### src/rtl/fetch_unit.sv
// Instruction prefetch unit: Wishbone classic reads into a DEPTH-entry queue, at most one transfer in flight.
// Head entry is visible one cycle after the ack edge; issue stops while the queue is full, on i_disable, or after a bus error.
module fetch_unit #(
  parameter logic [31:0] INIT_PC = 32'h1000_0000,
  parameter int          DEPTH   = 4
) (
  input  logic                       i_clk,
  input  logic                       i_rst_n,
  input  logic                       i_disable,
  input  logic                       i_redirect,
  input  logic [31:0]                i_redirect_pc,
  input  logic                       i_ready,
  output logic                       o_valid,
  output logic [31:0]                o_instr,
  output logic [31:0]                o_pc,
  output logic                       o_err,
  output logic [$clog2(DEPTH+1)-1:0] o_count,
  output logic                       o_wb_cyc,
  output logic                       o_wb_stb,
  output logic [31:0]                o_wb_adr,
  output logic [3:0]                 o_wb_sel,
  output logic                       o_wb_we,
  input  logic [31:0]                i_wb_dat,
  input  logic                       i_wb_ack,
  input  logic                       i_wb_err
);

  localparam int CW = $clog2(DEPTH + 1);
  localparam int AW = $clog2(DEPTH);
  localparam logic [CW-1:0] DEPTH_C = CW'(DEPTH);

  typedef enum logic [1:0] {IDLE, REQ, DISCARD, HALT} state_t;

  state_t        state, state_nxt;
  logic [31:0]   fetch_pc, fetch_pc_nxt;
  logic [64:0]   mem [DEPTH];
  logic [64:0]   head;
  logic [AW-1:0] rd_ptr, wr_ptr;
  logic [CW-1:0] count, count_post;
  logic          resp, push, pop, issue_base;

  assign resp       = i_wb_ack | i_wb_err;
  assign o_valid    = (count != '0);
  assign pop        = o_valid & i_ready & ~i_redirect;
  assign push       = (state == REQ) & resp & ~i_redirect;
  assign count_post = count + CW'(push) - CW'(pop);
  assign issue_base = ~i_disable & ~i_redirect;

  always_comb begin
    state_nxt    = state;
    fetch_pc_nxt = fetch_pc;
    unique case (state)
      IDLE: begin
        if (issue_base && count < DEPTH_C) state_nxt = REQ;
      end
      REQ: begin
        if (i_redirect) begin
          state_nxt = resp ? ((issue_base && count_post < DEPTH_C) ? REQ : IDLE) : DISCARD;
        end else if (i_wb_err) begin
          state_nxt = HALT;
        end else if (i_wb_ack) begin
          fetch_pc_nxt = fetch_pc + 32'd4;
          state_nxt    = (issue_base && count_post < DEPTH_C) ? REQ : IDLE;
        end
      end
      DISCARD: begin
        // A stale response retires the discard even if a new redirect lands with it.
        if (resp) state_nxt = (issue_base && count_post < DEPTH_C) ? REQ : IDLE;
      end
      HALT: begin
        if (i_redirect) state_nxt = IDLE;
      end
    endcase
    if (i_redirect) fetch_pc_nxt = i_redirect_pc & 32'hFFFF_FFFC;
  end

  always_ff @(posedge i_clk or negedge i_rst_n) begin
    if (!i_rst_n) begin
      state    <= IDLE;
      fetch_pc <= INIT_PC;
      rd_ptr   <= '0;
      wr_ptr   <= '0;
      count    <= '0;
    end else begin
      state    <= state_nxt;
      fetch_pc <= fetch_pc_nxt;
      if (i_redirect) begin
        rd_ptr <= '0;
        wr_ptr <= '0;
        count  <= '0;
      end else begin
        if (push) wr_ptr <= wr_ptr + AW'(1);
        if (pop)  rd_ptr <= rd_ptr + AW'(1);
        count <= count_post;
      end
    end
  end

  // Entry layout: {pc, instr, err}; error entries carry a zero instruction word.
  always_ff @(posedge i_clk) begin
    if (push) mem[wr_ptr] <= {fetch_pc, (i_wb_err ? 32'h0 : i_wb_dat), i_wb_err};
  end

  assign head     = mem[rd_ptr];
  assign o_pc     = o_valid ? head[64:33] : 32'h0;
  assign o_instr  = o_valid ? head[32:1]  : 32'h0;
  assign o_err    = o_valid & head[0];
  assign o_count  = count;
  assign o_wb_cyc = (state == REQ) || (state == DISCARD);
  assign o_wb_stb = o_wb_cyc;
  assign o_wb_adr = fetch_pc;
  assign o_wb_sel = 4'hF;
  assign o_wb_we  = 1'b0;

endmodule

### config.mk
export PLATFORM = sky130hd
export DESIGN_NAME = fetch_unit
export DESIGN_NICKNAME = d
export VERILOG_FILES = /design/src/rtl/fetch_unit.sv
export SDC_FILE = /design/constraint.sdc
export NUM_CORES = 1
export LEC_CHECK = 0
export ABC_AREA = 1
export CAP_MARGIN = 20
export CORE_ASPECT_RATIO = 2
export CORE_MARGIN = 1
export CORE_UTILIZATION = 25
export DETAILED_ROUTE_END_ITERATION = 8
export PLACE_DENSITY = 0.41
export SYNTH_ARGS = -nofsm -noshare
export SYNTH_HDL_FRONTEND = slang
export SYNTH_SLANG_ARGS = --single-unit
### constraint.sdc
create_clock -name i_clk -period 6 [get_ports i_clk]
set_input_delay 1.5 -clock i_clk [delete_from_list [all_inputs] [get_ports i_clk]]
set_output_delay 1.5 -clock i_clk [all_outputs]
set_load 0.1 [all_outputs]
==> run summary <==
outcome: finished, final reports clean
full die area: 0.0528 mm^2
Final min period: 5.33 ns
Worst Setup Start Kind: flop
Yosys top cell by area: edfxtp_1
Area growth, synth to finish: 24.6%
clock tree from TritonCTS: built
CTS resizes: 0
Root Driver: clkbuf_16
final setup violation count: 0
clk slew on worst S/H paths: 0.07 ns
share of layout cells above drive strength 1: 9.66%
Synth top area share: 58.4%
DR iter-0 viols: 375
type of the most critical hold path: reg -> reg
vias per cell: 4.42
Distinct cells, synth: 33
post-route ant nets: 0
final hold vios: 0
Worst Path Required: 4.50 ns
Starting Density: 25.4%
TNS Setup: 0 ns
synthesized instance count: 1,256
WL/cell: 18.4 um
synthesized area per cell: 10.3 um^2
Residual DRC: 0
WL final: 38,200 um
P_sw: 0.00420 W
H-tree Lvls: 1
dpl ws: 1.12 ns
CP endpoint kind: output port
Setup CP Type: reg -> out
sequential share of the synthesized area: 66.0%
final net count: 1,490
gr ovfl total: 0
number of post-CTS setup repair buffers: 0
MaxCap Viol Count: 0
# hold bufs at CTS: 0
Final Skew: 0.0128 ns
P per Cell Area: 527 mW/mm^2
cell area after synthesis: 0.0130 mm^2
Commonest cells post-synth: nor2_1 (344), edfxtp_1 (252), nand2_1 (154)
# diodes: 0
combinational power share: 47.0%
ratio of final minimum period to clock period: 88.8%
core box area: 0.0511 mm^2
synthesis-stage register bit count: 291
Data arrival, critical path: 3.83 ns
ys async rst share: 13.4%
DP HPWL: 24,000 um
Yosys warning total: 0
Num CTS Buffers: 28
synth top area cells: edfxtp_1 (58%), nor2_1 (10%), dfrtp_1 (7.3%)
Rows: 117
TritonRoute pass-1 iters: 4
largest net degree at the start of global routing: 76
setup ws final: 0.672 ns
Die Ht: 324 um
worst-margin pin slew: 1.07 ns
vias in the first global route: 9,409
RSZ-0062 raised after global routing: no
most frequent cell after synthesis: nor2_1
Post-synth EDFFs: 252
switching part of the total: 49.3%
Int Pwr: 0.00432 W
Clk Latency, worst-skew pair: 0.55 ns
IO Port Bufs: 167
fillers: 5,252
Die Span X: 163 um
P_leak: 5.90 nW
Top FF cell, synth: edfxtp_1
first-pass GRT wire length: 57,200 um
clk buf depth: 3
Seq pwr share: 31.6%
CTS sink cnt: 291
Vias: 9,199
IO Pins: 179
All-Layer GR Usage: 14.6%
Clock Power Share: 21.4%
GPL Wtd Cong: 0.875
CP max FO: 32
Slew HR: 28.2%
largest vdd supply drop: 359 uV
fmax: 0.188 GHz
fin. max-slew vios: 0
initial antenna violation count: 0
through the flow:
| stage | power [W] | cell area [um^2] | cells | utilization, % | hold slack [ns] |
|---|---|---|---|---|---|
| finish | 0.00851 | 16100 | 2082 | 31.6 | 0.533 |
| global route | 0.00891 | 16100 | 2082 | 31.6 | 0.589 |
| CTS | 0.00867 | 16100 | 2082 | 31.6 | 0.535 |
| detailed placement | 0.00681 | 15200 | 2030 | 29.8 | 0.517 |
| global placement | 0.00680 | 15200 | 2030 | 29.8 | 0.509 |
| floorplan | 0.00572 | 13000 | 1263 | - | 0.492 |
layout by cell type (no fill, tap or decap), types with 3 or more instances in the layout:
master / n
buf_4: 48
o21bai_1: 6
clkbuf_16: 29
xnor2_1: 5
nor2_1: 340
nor2_2: 7
inv_6: 3
inv_2: 6
o21ai_0: 125
conb_1: 9
dfrtp_1: 36
nand2_1: 154
bufinv_16: 4
clkinv_2: 5
nor2_4: 13
nand3_1: 34
inv_1: 71
clkdlybuf4s50_1: 130
o211ai_1: 3
buf_12: 3
o21ai_1: 16
xor2_1: 7
clkinv_1: 6
edfxtp_1: 252
a21oi_1: 74
nand2_2: 6
clkbuf_1: 4
ha_1: 12
routing by layer:
metal	wire [um]	up-vias	global-route usage [%]
li1	-	4478	-
met1	15100	4442	16.5
met2	20900	233	28.1
met3	1300	46	1.44
met4	1010	0	5.09
met5	0	-	0
cells by family after synthesis:
family,Yosys count,synth area share [%]
other,2,0.0580
AND/OR/NAND/NOR,563,17.8
XOR/XNOR,12,0.811
buffers and inverters,148,5.10
adder cells (fa/ha/maj),13,1.31
flip-flops,291,66.0
AO/OA/AOI/OAI,227,9.00
power by group through the flow:
stage / clock network, W / logic [W] / registers, W
6_report: 0.00182 / 0.00400 / 0.00269
5_1_grt: 0.00195 / 0.00423 / 0.00272
4_1_cts: 0.00189 / 0.00408 / 0.00270
3_5_place_dp: 0 / 0.00407 / 0.00274
3_3_place_gp: 0 / 0.00406 / 0.00274
2_1_floorplan: 0 / 0.00279 / 0.00293
path summary, 6_finish.rpt:
check | slack [ns] | cells past startpoint | endpoint | from
max | 0.67 | 5 | o_instr[24] | rd_ptr[1]$_DFFE_PN0P_
min | 0.53 | 2 | wr_ptr[1]$_DFFE_PN0P_ | wr_ptr[1]$_DFFE_PN0P_
max reg2reg | 2.95 | 15 | state[0]$_DFFE_PN0P_ | o_count[2]$_DFF_PN0_
min reg2reg | 0.53 | 2 | wr_ptr[1]$_DFFE_PN0P_ | wr_ptr[1]$_DFFE_PN0P_
max in group asynchronous | 4.48 | 2 | rd_ptr[0]$_DFFE_PN0P_ | i_rst_n
min in group asynchronous | 1.01 | 2 | o_wb_adr[17]$_DFFE_PN0P_ | i_rst_n
layout make-up:
type                            count  area [um^2]  area share, %
Sequential cell                   291         8550           53.0
Tap cell                          654          818           5.07
Clock buffer                       33          741           4.59
Timing Repair Buffer              183         1730           10.7
Clock inverter                     19          199           1.23
Inverter                           78          295           1.83
Multi-Input combinational cell    824         3810           23.6
critical path, cell delays in order (launching register included):
cell             delay [ns]
dfrtp_2                0.93
inv_2                  0.56
nor2_1                 0.20
o21ai_1                0.08
a21oi_1                0.29
clkdlybuf4s50_1        1.20
registers in the layout, summed over array words and instances, names as in the netlist:
| name | cells |
|---|---|
| mem | 252 |
| o_count | 3 |
| o_wb_adr | 30 |
| rd_ptr | 2 |
| state | 2 |
| wr_ptr | 2 |
(Power assumes the default switching activity.)
